===== src/rtl/addsub_result_fifo.sv =====
// Result FIFO behind the 16-bit adder/subtractor: first-word fall-through output, saturating drop counter.
// Build option ADDSUB_OVF_COUNT_EN enables the saturating counter of accepted results with Overflow set.
module addsub_result_fifo #(
  parameter int WIDTH = 16,
  parameter int DEPTH = 4,
  parameter int CNT_W = 8
) (
  input  logic                       Clock,
  input  logic                       Reset,
  input  logic                       in_valid,
  input  logic [WIDTH-1:0]           in_Z,
  input  logic                       in_Overflow,
  output logic                       out_valid,
  input  logic                       out_ready,
  output logic [WIDTH-1:0]           out_Z,
  output logic                       out_Overflow,
  output logic                       full,
  output logic                       empty,
  output logic [$clog2(DEPTH):0]     level,
  output logic [CNT_W-1:0]           drop_cnt,
  output logic [CNT_W-1:0]           ovf_cnt
);

  localparam int PTR_W = $clog2(DEPTH);
  localparam int LVL_W = PTR_W + 1;
  localparam logic [LVL_W-1:0] FULL_LVL = LVL_W'(DEPTH);

  logic [WIDTH:0]       mem [DEPTH];
  logic [PTR_W-1:0]     wr_ptr;
  logic [PTR_W-1:0]     rd_ptr;
  logic [LVL_W-1:0]     level_q;
  logic [CNT_W-1:0]     drop_q;
  logic                 push;
  logic                 pop;
  logic                 drop;
  logic [WIDTH:0]       head;

  assign full      = (level_q == FULL_LVL);
  assign empty     = (level_q == '0);
  assign level     = level_q;
  assign out_valid = !empty;
  assign drop_cnt  = drop_q;

  // A pop in the same cycle frees the slot, so a full FIFO still accepts the write.
  assign pop  = out_valid & out_ready;
  assign push = in_valid & (!full | pop);
  assign drop = in_valid & full & !pop;

  assign head         = mem[rd_ptr];
  assign out_Z        = empty ? '0 : head[WIDTH-1:0];
  assign out_Overflow = empty ? 1'b0 : head[WIDTH];

  // Storage is deliberately not reset; pointers and level alone define validity.
  always_ff @(posedge Clock) begin
    if (Reset && push) begin
      mem[wr_ptr] <= {in_Overflow, in_Z};
    end
  end

  always_ff @(posedge Clock) begin
    if (!Reset) begin
      wr_ptr  <= '0;
      rd_ptr  <= '0;
      level_q <= '0;
      drop_q  <= '0;
    end else begin
      if (push) wr_ptr <= wr_ptr + 1'b1;
      if (pop)  rd_ptr <= rd_ptr + 1'b1;
      case ({push, pop})
        2'b10:   level_q <= level_q + 1'b1;
        2'b01:   level_q <= level_q - 1'b1;
        default: level_q <= level_q;
      endcase
      if (drop && (drop_q != '1)) drop_q <= drop_q + 1'b1;
    end
  end

`ifdef ADDSUB_OVF_COUNT_EN
  logic [CNT_W-1:0] ovf_q;

  always_ff @(posedge Clock) begin
    if (!Reset) begin
      ovf_q <= '0;
    end else if (push && in_Overflow && (ovf_q != '1)) begin
      ovf_q <= ovf_q + 1'b1;
    end
  end

  assign ovf_cnt = ovf_q;
`else
  assign ovf_cnt = '0;
`endif

endmodule


===== config.mk =====
export PLATFORM = sky130hd
export DESIGN_NAME = addsub_result_fifo
export DESIGN_NICKNAME = d
export VERILOG_FILES = /design/src/rtl/addsub_result_fifo.sv
export SDC_FILE = /design/constraint.sdc
export NUM_CORES = 1
export LEC_CHECK = 0
export ABC_CLOCK_PERIOD_IN_PS = 3100
export CORE_MARGIN = 5
export CORE_UTILIZATION = 45
export DETAILED_ROUTE_END_ITERATION = 6
export DONT_BUFFER_PORTS = 1
export GPL_ROUTABILITY_DRIVEN = 0
export PLACE_DENSITY_LB_ADDON = 0.15
export SLEW_MARGIN = 10
export SYNTH_ARGS = -nofsm -noshare
export SYNTH_HDL_FRONTEND = slang
export SYNTH_SLANG_ARGS = --single-unit

===== constraint.sdc =====
create_clock -name Clock -period 3.1 [get_ports Clock]
set_input_delay 0.62 -clock Clock [delete_from_list [all_inputs] [get_ports Clock]]
set_output_delay 0.62 -clock Clock [all_outputs]
set_load 0.01 [all_outputs]

== Yosys cells after proc, flatten, opt, wreduce, memory -nomap -nowiden ==
Memories as Yosys holds them, arrays and structs flattened. A register that Yosys moved wholly into a read port is not among the register bits.
Cells that the tools add are included.

* Logic and storage cells: 33
* Register bits after elaboration: 15
* Memories: 1
* Output and inout bits: 39
* Latch bits: 0
* RAM bits: 68
* Bits in read-only memories: 0
* Input port bits: 21

{| class="wikitable"
|+ Memory list
! name !! depth !! bits a word !! rd ports !! clocked after memory_dff !! write ports !! line !! text
|-
| mem || 4 || 17 || 1 || 1 || 1 || 28 || <nowiki>logic [WIDTH:0] mem [DEPTH];</nowiki>
|}

* Reductions and logical operators: 7
* Multipliers: 0
* Shift-type cells: 0
* Add/sub/neg operators: 5
* Eq/ne operators: 4
* Div/mod/pow operators: 0
* Bitwise operators: 5
* $lt $le $gt $ge: 0
* Mux-type cells: 7

{| class="wikitable"
|+ Operator list
! kind !! count
|-
| two-way mux 16 bit || 1
|-
| adder 8 x 1 -> 8 bit (second input constant) || 1
|-
| inequality test 8 bit (second input constant) || 1
|-
| one-hot mux 3 bit (2 select lines) || 1
|-
| adder 2 x 1 -> 2 bit (second input constant) || 2
|-
| bitwise AND 1 bit || 4
|-
| two-way mux 2 bit || 2
|-
| adder 3 x 1 -> 3 bit (second input constant) || 1
|-
| == test 3 bit (second input constant) || 1
|-
| logical NOT 1 bit || 3
|-
| logical NOT 3 bit || 1
|-
| two-way mux 1 bit || 3
|-
| subtractor 3 x 1 -> 3 bit (second input constant) || 1
|-
| == test 2 x 1 -> 1 bit (second input constant) || 1
|-
| == test 2 bit (second input constant) || 1
|-
| logical AND 1 bit || 2
|-
| nonzero test 2 bit || 1
|-
| bitwise OR 1 bit || 1
|}

== Logic depth before layout (Yosys ltp) ==
Gate-level depths: netlist (run 1).

* Depth after elaboration: 8
* Gate-level depth with buffers: 9
* Mapped depth without buffers: 7

== Least setup slack after synthesis (run 1) ==
No wires, ideal clock.

* Path type: register to register
* Start: register level_q[2] (netlist: level[2])
* End: register level_q[1] (netlist: level[1])
* Buffers on the path: 2
* Cell stages (with the launch flop): 10
* Setup time: 115 ps
* Setup slack: 531 ps
* Arrival time: 2,454 ps
* Data required time: 2,985 ps
* Clock period less this slack: 2,569 ps
* Cell sequence: dfxtp_1 > buf_2 > nor3_1 > buf_2 > inv_1 > nand3_1 > fa_1 > inv_1 > nand2_1 > a2111oi_0

* Word-level cells in the longest chain between the ends: 7
* Elaborated cells on any way between the ends: 11
* Those cells by class: eq/ne: 3; mux: 1; bitwise: 3; reduce/logical: 4

{| class="wikitable"
|+ Ends and longest elaborated chain
! item !! line !! text
|-
| start: declaration || 31 || <nowiki>logic [LVL_W-1:0] level_q;</nowiki>
|-
| start signal: assignment || 70 || <nowiki>2'b10: level_q <= level_q + 1'b1;</nowiki>
|-
| start signal: assignment || 71 || <nowiki>2'b01: level_q <= level_q - 1'b1;</nowiki>
|-
| start signal: assignment || 72 || <nowiki>default: level_q <= level_q;</nowiki>
|-
| logical NOT 3 bit * || 39 || <nowiki>assign empty = (level_q == '0);</nowiki>
|-
| named net empty || 18 || <nowiki>output logic empty,</nowiki>
|-
| logical NOT 1 bit * || 41 || <nowiki>assign out_valid = !empty;</nowiki>
|-
| named net out_valid || 13 || <nowiki>output logic out_valid,</nowiki>
|-
| bitwise AND 1 bit * || 45 || <nowiki>assign pop = out_valid & out_ready;</nowiki>
|-
| bitwise OR 1 bit || 46 || <nowiki>assign push = in_valid & (!full | pop);</nowiki>
|-
| bitwise AND 1 bit || 46 ||
|-
| == test 2 x 1 -> 1 bit or == test 2 bit (tied branches) || 69 || <nowiki>case ({push, pop})</nowiki>
|-
| one-hot mux 3 bit (2 select lines) or nonzero test 2 bit (tied branches) || -- ||
|}

The timed path passes the listed nets; every way through them passes the cells marked *.
A chain may end at the register's enable or synchronous reset.

==> results of run 1 <==
-- cells by family after synthesis --
family	synth area share [%]
AOI/OAI and AO/OA	5.33
xor gates and xnor gates	0.963
adders and majority gates	2.27
buffers and inverters	4.74
DFF	65.5
muxes	11.1
other	0.103
and+or+nand+nor	10.1
-- power groups by stage --
stage	combinational (uW)	clock (uW)	sequential, uW
floorplan	196	0	1300
global placement	218	0	1310
detailed placement	222	0	1310
CTS	222	687	1290
global route	241	733	1290
finish	215	658	1290
-- metal layers --
metal	vias up	track usage, %	part of all wire, %
met3	6	4.45	6.8
met1	964	18.2	44
li1	903	-	-
met4	0	5.67	1.2
met5	-	0	0
met2	53	21.0	48
-- Yosys cell counts (3+ instances only) --
| library cell | instances | area [um^2] |
|---|---|---|
| sky130_fd_sc_hd__xor2_1 | 3 | 26.3 |
| sky130_fd_sc_hd__nor2b_1 | 18 | 113 |
| sky130_fd_sc_hd__dfxtp_1 | 17 | 340 |
| sky130_fd_sc_hd__a211oi_1 | 4 | 30.0 |
| sky130_fd_sc_hd__clkbuf_1 | 5 | 18.8 |
| sky130_fd_sc_hd__edfxtp_1 | 68 | 2040 |
| sky130_fd_sc_hd__inv_1 | 14 | 52.6 |
| sky130_fd_sc_hd__a311oi_1 | 3 | 26.3 |
| sky130_fd_sc_hd__o21ai_0 | 3 | 15.0 |
| sky130_fd_sc_hd__nor2_1 | 10 | 37.5 |
| sky130_fd_sc_hd__nand3_1 | 8 | 40.0 |
| sky130_fd_sc_hd__a31oi_1 | 4 | 25.0 |
| sky130_fd_sc_hd__buf_4 | 8 | 60.1 |
| sky130_fd_sc_hd__a21oi_1 | 4 | 20.0 |
| sky130_fd_sc_hd__mux4_2 | 17 | 383 |
| sky130_fd_sc_hd__nand2_1 | 6 | 22.5 |
| sky130_fd_sc_hd__ha_1 | 5 | 62.6 |
| sky130_fd_sc_hd__nor3_1 | 3 | 15.0 |
| sky130_fd_sc_hd__buf_2 | 6 | 30.0 |
-- registers in the layout (all words and copies together), names as in the netlist, named ones only --
name,cells
rd_ptr,2
drop_cnt,8
mem,68
level,3
wr_ptr,2
-- critical path, stage by stage, from the launching register on --
cell and delay [ns]:
sky130_fd_sc_hd__dfxtp_1 0.86, sky130_fd_sc_hd__mux4_2 0.43, sky130_fd_sc_hd__nor2b_1 0.18
-- how the worst min path moves through the flow --
stage	slack, ns	from	to
global placement	0.51	wr_ptr[0]$_SDFFE_PN0P_	wr_ptr[0]$_SDFFE_PN0P_
floorplan	0.48	wr_ptr[0]$_SDFFE_PN0P_	wr_ptr[0]$_SDFFE_PN0P_
global route	0.34	in_Z[6]	mem[3][6]$_DFFE_PP_
detailed placement	0.52	rd_ptr[1]$_SDFFE_PN0N_	rd_ptr[1]$_SDFFE_PN0N_
finish	0.37	in_Z[0]	mem[3][0]$_DFFE_PP_
CTS	0.35	in_Z[5]	mem[3][5]$_DFFE_PP_
-- cell type report --
type / count / area [um^2] / area share (%)
multi-input combinational: 126 / 1130 / 28.8
timing repair buffer: 7 / 52.6 / 1.35
clock inverter: 7 / 41.3 / 1.06
tap: 102 / 128 / 3.27
inverter: 14 / 52.6 / 1.35
clock buffer: 9 / 124 / 3.17
sequential: 85 / 2380 / 61.0
-- stage by stage --
| stage | hold WS, ns | std cells | power, uW |
|---|---|---|---|
| detailed placement | 0.516 | 334 | 1540 |
| global route | 0.340 | 350 | 2260 |
| floorplan | 0.484 | 245 | 1490 |
| global placement | 0.510 | 334 | 1530 |
| CTS | 0.349 | 350 | 2200 |
| finish | 0.370 | 350 | 2160 |
==> flow_summary.yaml, run 1 <==
power:
  p_leak_uw: 0.00125
  irDropWorstVdd_mv: 0.289
  power_switching_share_pct: 24.1
  part_of_the_total_power_dissipated_in_sequential_elements_pct: 59.6
  internal-power_uw: 1640
  power.share.clock_pct: 30.5
  power_per_cell_area_nw_per_um2: 553
  p_sw_uw: 520
  pwr-share-comb_pct: 10.0
clocking:
  htreeDepth: 3
  post_cts_hold_fix_bufs: 0
  tritoncts: "yes"
  post_cts.repair.setup_buffers: 0
  cts_sinks: 85
  tritoncts.num_buffers: 9
  clk_lat_worst_skew_ns: 0.34
  cts_root_buffer: "sky130_fd_sc_hd__clkbuf_8"
  clock_pin_slew_on_the_worst_setup_and_hold_paths_ns: 0.09
  ctsResizeCount: 0
  cts-root-to-sink-buffers: 2
sta:
  final_hold_vios: 0
  timing_max_transition_violations_final: 0
  setup_viol: 0
  rsz0062_at_grt: "no"
  max_slew.worst_pin.slew_ns: 0.819
  final.setup.tns_ns: 0
  layout_min_cycle_time_ns: 2.42
  final.period_utilization_pct: 78.2
  max-slew-margin-rel_pct: 45.3
  maxClockFrequency_mhz: 412
  layout_skew_ns: 0.00824
  finalWorstSetupSlack_ns: 0.675
grt:
  vias_in_the_first_global_route: 1916
  grt_pass1_wl_mm: 10.4
  global_route.overflow_total: 0
  antenna_violations_before_repair: 0
  maximum_number_of_pins_on_one_net_before_global_route_repair: 19
  globalRouteTotalUtil_pct: 13.8
floorplan:
  core_area_um2: 7810
  floorplan.initialDensity_pct: 46.6
  floorplan.die_area_um2: 9990
  fp-row-count: 32
  floorplan.die.height_um: 99.9
  floorplan.die.width_um: 99.9
  pin_count: 60
logic_synthesis:
  ys_seq_area_share_pct: 65.5
  ys_warn_count: 0
  synthArstFlopShare_pct: 0
  syn-instance-count: 238
  synth.ff_latch_count: 85
  synth_cell_type_count: 45
  synthFlopType: "sky130_fd_sc_hd__edfxtp_1"
  synthesis.area_per_instance_um2: 15.3
  synth_enable_flop_cells: 68
  cell_area_after_synthesis_um2: 3640
critical_path:
  worst_reg_to_reg_cells: 4
  reg2reg_setup_slack_ns: 0.92
  r2r_end: "mem[0][2]$_DFFE_PP_"
  worstSetupPathType: "flop to output pin"
  worst-endpoint-arrival_ns: 1.80
  setup.worst_path.end: "out_Z[11]"
  peak_fanout_along_the_critical_path: 17
  reg2reg_from: "level[1]$_SDFFE_PN0P_"
  critical_path.endpoint_type: "output pin"
  critPathRequiredTime_ns: 2.48
  worst_setup_path_start_kind: "flop"
route:
  route.vias.total: 1926
  route.antenna.remaining_nets: 0
  drt_drc_violations_left: 0
  via_per_inst: 5.50
  routed_wirelength_mm: 6.55
  route.detailed.wl_per_inst_um: 18.7
  initialDrtViolationCount: 136
  drtPass1Iterations: 4
layout:
  final_common_cell: "sky130_fd_sc_hd__edfxtp_1"
  mostFrequentLayoutCells: "sky130_fd_sc_hd__edfxtp_1 (68), sky130_fd_sc_hd__nor2b_1 (18), sky130_fd_sc_hd__mux4_2 (17), sky130_fd_sc_hd__dfxtp_1 (17), sky130_fd_sc_hd__inv_1 (14)"
  final_util_pct: 50.0
  finalNetCount: 270
  final_layout_size_suffix_gt1_share_pct: 18.1
  ant_diodes: 0
  syn2layout_area_growth_pct: 7.32
  final_design_area_no_fill_um2: 3910
  final.fill_count: 675
place:
  dpl_worst_slack_ns: 0.853
  port_buffers: 0
  placedInstanceArea_um2: 3740
  hpwlAfterDp_mm: 4.27
hold_path:
  hold_depth: 0
  min-delay-path-class: "primary input to flop"
outcome:
  outcome: "completed"
run:
  max_cap_viol_count: 0
(Power assumes the default switching activity.)
==> inputs of run 2 (changes only) <==
--- a/config.mk
+++ b/config.mk
@@ -5,7 +5,7 @@
 export SDC_FILE = /design/constraint.sdc
 export NUM_CORES = 1
 export LEC_CHECK = 0
-export ABC_CLOCK_PERIOD_IN_PS = 3100
+export ABC_CLOCK_PERIOD_IN_PS = 2200
 export CORE_MARGIN = 5
 export CORE_UTILIZATION = 45
 export DETAILED_ROUTE_END_ITERATION = 6
==> constraint.sdc (replaced) <==
create_clock -name Clock -period 2.2 [get_ports Clock]
set_input_delay 0.44 -clock Clock [delete_from_list [all_inputs] [get_ports Clock]]
set_output_delay 0.44 -clock Clock [all_outputs]
set_load 0.01 [all_outputs]
==> run 2 against run 1 <==
Worst setup slack lost 0.56 ns. Highest routed layer unchanged. Via count rose by 1.2%. Sequential cell count unchanged. Die area unchanged. Largest cell class unchanged. Critical path depth up 1. Clock power increased by 66%. Utilization up 1.1 points. Non-clock buffer count is 6 higher.
==> flow_summary.yaml, run 2 (same netlist as run 1, synthesis figures left out) <==
grt:
  vias_in_the_first_global_route: 2022
  maximum_number_of_pins_on_one_net_before_global_route_repair: 19
  grt_pass1_wl_mm: 10.4
  global_route.overflow_total: 0
  globalRouteTotalUtil_pct: 13.8
  antenna_violations_before_repair: 0
floorplan:
  floorplan.initialDensity_pct: 46.6
  floorplan.die.width_um: 99.9
  pin_count: 60
  core_area_um2: 7810
  fp-row-count: 32
  floorplan.die_area_um2: 9990
  floorplan.die.height_um: 99.9
layout:
  syn2layout_area_growth_pct: 9.66
  ant_diodes: 0
  final.fill_count: 665
  largest_register_ffs: 68
  mostFrequentLayoutCells: "sky130_fd_sc_hd__edfxtp_1 (68), sky130_fd_sc_hd__nor2b_1 (18), sky130_fd_sc_hd__mux4_2 (17), sky130_fd_sc_hd__dfxtp_1 (17), sky130_fd_sc_hd__inv_1 (14)"
  final_util_pct: 51.1
  final_common_cell: "sky130_fd_sc_hd__edfxtp_1"
  finalNetCount: 276
  final_layout_size_suffix_gt1_share_pct: 20.9
  reg_with_most_ffs: "mem"
sta:
  final.period_utilization_pct: 94.6
  final_hold_vios: 0
  maxClockFrequency_mhz: 481
  layout_skew_ns: 0.00672
  max_slew.worst_pin.slew_ns: 0.984
  rsz0062_at_grt: "no"
  layout_min_cycle_time_ns: 2.08
  final.setup.tns_ns: 0
  setup_viol: 0
  timing_max_transition_violations_final: 0
  max-slew-margin-rel_pct: 34.4
critical_path:
  peak_fanout_along_the_critical_path: 9
  worst_setup_path_start_kind: "flop"
  critPathRequiredTime_ns: 1.76
  r2r_end: "level[2]$_SDFFE_PN0P_"
  reg2reg_from: "level[2]$_SDFFE_PN0P_"
  worst_reg_to_reg_cells: 8
  cp_cell_sequence: "buf_4, mux4_2, nor2b_1"
  crit_slowest_cell: "sky130_fd_sc_hd__mux4_2"
  worst-endpoint-arrival_ns: 1.64
  cp_slowest_stage_delay_ns: 0.53
  reg2reg_setup_slack_ns: 0.27
  critical_path.endpoint_type: "output pin"
  worstSetupPathType: "flop to output pin"
route:
  drtPass1Iterations: 5
  route.antenna.remaining_nets: 0
  via_per_inst: 5.48
  drt_drc_violations_left: 0
  initialDrtViolationCount: 35
  routed_wirelength_mm: 6.53
  route.detailed.wl_per_inst_um: 18.3
  route.vias.total: 1950
clocking:
  tritoncts: "yes"
  cts-root-to-sink-buffers: 2
  ctsResizeCount: 0
  cts_sinks: 85
  post_cts.repair.setup_buffers: 0
  htreeDepth: 3
  clk_lat_worst_skew_ns: 0.34
  post_cts_hold_fix_bufs: 0
  cts_root_buffer: "sky130_fd_sc_hd__clkbuf_8"
  clock_pin_slew_on_the_worst_setup_and_hold_paths_ns: 0.09
  tritoncts.num_buffers: 9
hold_path:
  min-delay-path-class: "primary input to flop"
  hold_depth: 0
  hold-path-endpoint: "mem[0][11]$_DFFE_PP_"
  hold_path_startpoint: "in_Z[11]"
outcome:
  outcome: "completed"
power:
  irDropWorstVdd_mv: 0.337
  p_leak_uw: 0.00129
  finalPower_uw: 3220
  power_per_cell_area_nw_per_um2: 808
place:
  port_buffers: 0
  hpwlAfterDp_mm: 4.36
run:
  max_cap_viol_count: 0
==> run 2: cell count changes in the layout (fill, tap and decap cells not counted), sizes merged <==
cell | previous run | this run
buf | 7 | 13
clkinv | 5 | 2
bufinv | 0 | 1
clkinvlp | 1 | 2
inv | 15 | 16
==> run 2: worst max-delay path by stage <==
stage                                        to  slack (ns)                   from  depth (start not counted)
after floorplan           level[1]$_SDFFE_PN0P_        0.03  level[2]$_SDFFE_PN0P_                          9
after global placement     mem[1][11]$_DFFE_PP_        0.24              out_ready                          3
after detailed placement    mem[1][8]$_DFFE_PP_        0.17              out_ready                          3
after CTS                              out_Z[2]        0.05                   flop                          3
after global routing                   out_Z[5]       0.003                   flop                          3
final                                  out_Z[2]        0.12                   flop                          3
==> run 2: critical path, delay by kind of cell (launching register included) <==
family | cells | cell delay, ns
buffers and inverters | 1 | 0.23
DFF | 1 | 0.36
muxes | 1 | 0.53
and+or+nand+nor | 1 | 0.18
==> run 2: cell type report <==
type | instances | area, um^2 | share of cell area (%)
Clock inverter | 7 | 73.8 | 1.85
Timing Repair Buffer | 13 | 97.6 | 2.45
Multi-Input combinational cell | 126 | 1130 | 28.4
Inverter | 14 | 52.6 | 1.32
Clock buffer | 9 | 124 | 3.10
Sequential cell | 85 | 2380 | 59.7
Tap cell | 102 | 128 | 3.20
==> run 2: report_power, final <==
part	internal (uW)	total, uW	switching [uW]	leakage (uW)
logic	147	341	195	0.000443
clock network	531	1090	556	0.0000952
registers	1780	1800	15.3	0.000755
==> run 2: layer usage <==
layer | track usage (%) | vias to the layer above | share of wire (%)
met5 | 0 | - | 0
li1 | - | 915 | -
met3 | 5.00 | 7 | 8.1
met1 | 16.2 | 972 | 40
met2 | 23.0 | 56 | 51
met4 | 5.67 | 0 | 1.2
==> run 2: through the flow <==
step	area [um^2]	hold slack [ns]	cells	worst slack, ns
3_3_place_gp	3790	0.502	340	0.238
3_5_place_dp	3790	0.515	340	0.173
6_report	3990	0.187	356	0.119
4_1_cts	3990	0.169	356	0.0494
5_1_grt	3990	0.157	356	0.00339
2_1_floorplan	3680	0.484	245	0.0274
==> inputs of run 3 (changes only) <==
--- a/config.mk
+++ b/config.mk
@@ -7,7 +7,7 @@
 export LEC_CHECK = 0
 export ABC_CLOCK_PERIOD_IN_PS = 2200
 export CORE_MARGIN = 5
-export CORE_UTILIZATION = 45
+export CORE_UTILIZATION = 55
 export DETAILED_ROUTE_END_ITERATION = 6
 export DONT_BUFFER_PORTS = 1
 export GPL_ROUTABILITY_DRIVEN = 0
==> run 3 against run 2 <==
Count of clock-buffer cells in the layout is the same. Utilization grew 11 points. Register-to-register slack is essentially flat. Sequential power is essentially flat. Sequential share of layout area grew 0.70 points. Die area shrank 16%. Worst hold slack lost 0.0062 ns. Global-route usage grew 1.8 points. Combinational power is essentially flat. Critical endpoint is now out_Z[8]. Largest cell class unchanged. Highest routed layer unchanged.
==> flow_summary.yaml, run 3 (same netlist as run 1, synthesis figures left out) <==
layout:
  finalNetCount: 275
  layout.area.seq_um2: 2380
  final_layout_size_suffix_gt1_share_pct: 20.9
  final.fill_count: 494
  reg_with_most_ffs: "mem"
  final_common_cell: "sky130_fd_sc_hd__edfxtp_1"
  multiInputGateArea_um2: 1130
  mostFrequentLayoutCells: "sky130_fd_sc_hd__edfxtp_1 (68), sky130_fd_sc_hd__nor2b_1 (18), sky130_fd_sc_hd__mux4_2 (17), sky130_fd_sc_hd__dfxtp_1 (17), sky130_fd_sc_hd__inv_1 (14)"
  syn2layout_area_growth_pct: 8.39
  largest_register_ffs: 68
  ant_diodes: 0
  final_design_area_no_fill_um2: 3950
hold_path:
  hold_depth: 0
  hold_path_startpoint: "in_Z[13]"
  hold-path-endpoint: "mem[3][13]$_DFFE_PP_"
  min-delay-path-class: "primary input to flop"
critical_path:
  worst_reg_to_reg_cells: 8
  critical_path.endpoint_type: "output pin"
  critPathRequiredTime_ns: 1.76
  family_with_the_most_delay_on_the_worst_path: "multiplexers"
  worst-endpoint-arrival_ns: 1.62
  worst_setup_path_start_kind: "flop"
  reg2reg_setup_slack_ns: 0.27
  cp_cell_sequence: "buf_12, mux4_2, nor2b_1"
  reg2reg_from: "level[1]$_SDFFE_PN0P_"
  peak_fanout_along_the_critical_path: 17
  cp_slowest_stage_delay_ns: 0.53
  crit_slowest_cell: "sky130_fd_sc_hd__mux4_2"
  count_of_buffer_and_inverter_cells_on_the_critical_path: 1
  worstSetupPathType: "flop to output pin"
  r2r_end: "level[2]$_SDFFE_PN0P_"
floorplan:
  core_area_um2: 6390
  floorplan.initialDensity_pct: 57.0
  floorplan.die_area_um2: 8340
  fp-row-count: 29
  pin_count: 60
  floorplan.die.width_um: 91.4
  floorplan.die.height_um: 91.4
clocking:
  post_cts.repair.setup_buffers: 0
  cts_sinks: 85
  clk_lat_worst_skew_ns: 0.35
  ctsResizeCount: 0
  htreeDepth: 3
  tritoncts.num_buffers: 9
  clock_pin_slew_on_the_worst_setup_and_hold_paths_ns: 0.09
  cts_root_buffer: "sky130_fd_sc_hd__clkbuf_8"
  tritoncts: "yes"
  cts-root-to-sink-buffers: 2
  post_cts_hold_fix_bufs: 0
grt:
  antenna_violations_before_repair: 0
  vias_in_the_first_global_route: 1883
  maximum_number_of_pins_on_one_net_before_global_route_repair: 19
  globalRouteTotalUtil_pct: 15.6
  global_route.overflow_total: 0
  grt_pass1_wl_mm: 10.0
route:
  via_per_inst: 5.82
  drt_drc_violations_left: 0
  route.detailed.wl_per_inst_um: 18.7
  route.antenna.remaining_nets: 0
  routed_wirelength_mm: 6.18
  initialDrtViolationCount: 95
  drtPass1Iterations: 4
  route.vias.total: 1920
run:
  max_cap_viol_count: 0
sta:
  final.setup.tns_ns: 0
  max_slew.worst_pin.slew_ns: 0.940
  rsz0062_at_grt: "no"
  setup_viol: 0
  finalWorstSetupSlack_ns: 0.143
  max-slew-margin-rel_pct: 37.3
  hold_ws_ns: 0.181
  final_hold_vios: 0
  timing_max_transition_violations_final: 0
  maxClockFrequency_mhz: 486
  layout_min_cycle_time_ns: 2.06
  final.period_utilization_pct: 93.5
  layout_skew_ns: 0.00756
place:
  hpwlAfterDp_mm: 4.11
  placedInstanceArea_um2: 3770
  port_buffers: 0
  dpl_worst_slack_ns: 0.259
power:
  finalPower_uw: 3120
  irDropWorstVdd_mv: 0.523
  p_leak_uw: 0.00128
  power_per_cell_area_nw_per_um2: 791
outcome:
  outcome: "completed"
## run 3: cell count changes in the layout (fill, tap and decap cells not counted), sizes merged
cell,change
inv,+2
buf,-1
bufinv,-1
clkinv,-1
## run 3: worst register-to-register path, delay by kind of cell, from the launching register on
kind                       cells  cell delay [ns]
adders and majority gates      1             0.42
and+or+nand+nor                4             0.72
buffers and inverters          2             0.26
AOI/OAI and AO/OA              1             0.07
DFF                            1             0.35
## run 3: power by group
group          leakage [uW]  switching [uW]  internal [uW]
clock             0.0000870             561            423
combinational      0.000441             192            150
sequential         0.000755            16.4           1780
## run 3: cell type report
class,instances,share of cell area [%]
flip-flops and latches,85,60.4
multi-input cells,126,28.7
clock buffers,9,3.14
repair buffers,12,2.60
well taps,77,2.44
clock inverters,7,1.40
inverters,14,1.33
## run 3: layer usage
| metal | wire [um] | vias to the layer above | global-route usage [%] | share of wire [%] |
|---|---|---|---|---|
| met1 | 2580 | 934 | 20.9 | 42 |
| met5 | 0 | - | 0 | 0 |
| met3 | 547 | 6 | 4.71 | 8.9 |
| met2 | 2990 | 65 | 23.9 | 48 |
| met4 | 57 | 0 | 6.72 | 0.92 |
| li1 | - | 915 | - | - |
## run 3: stage by stage
stage          utilization, %  instances
2_1_floorplan               -        245
3_3_place_gp             59.0        314
3_5_place_dp             59.0        314
4_1_cts                  61.8        330
5_1_grt                  61.8        330
6_report                 61.8        330
## run 3: worst max path at each step
stage,end,depth (start not counted),slack (ns),startpoint
2_1_floorplan,level[1]$_SDFFE_PN0P_,9,0.03,level[2]$_SDFFE_PN0P_
5_1_grt,level[1]$_SDFFE_PN0P_,8,0.05,level[2]$_SDFFE_PN0P_
6_report,out_Z[8],3,0.14,flop
3_5_place_dp,mem[2][10]$_DFFE_PP_,3,0.26,out_ready
4_1_cts,out_Z[8],3,0.11,flop
3_3_place_gp,mem[2][10]$_DFFE_PP_,3,0.26,out_ready
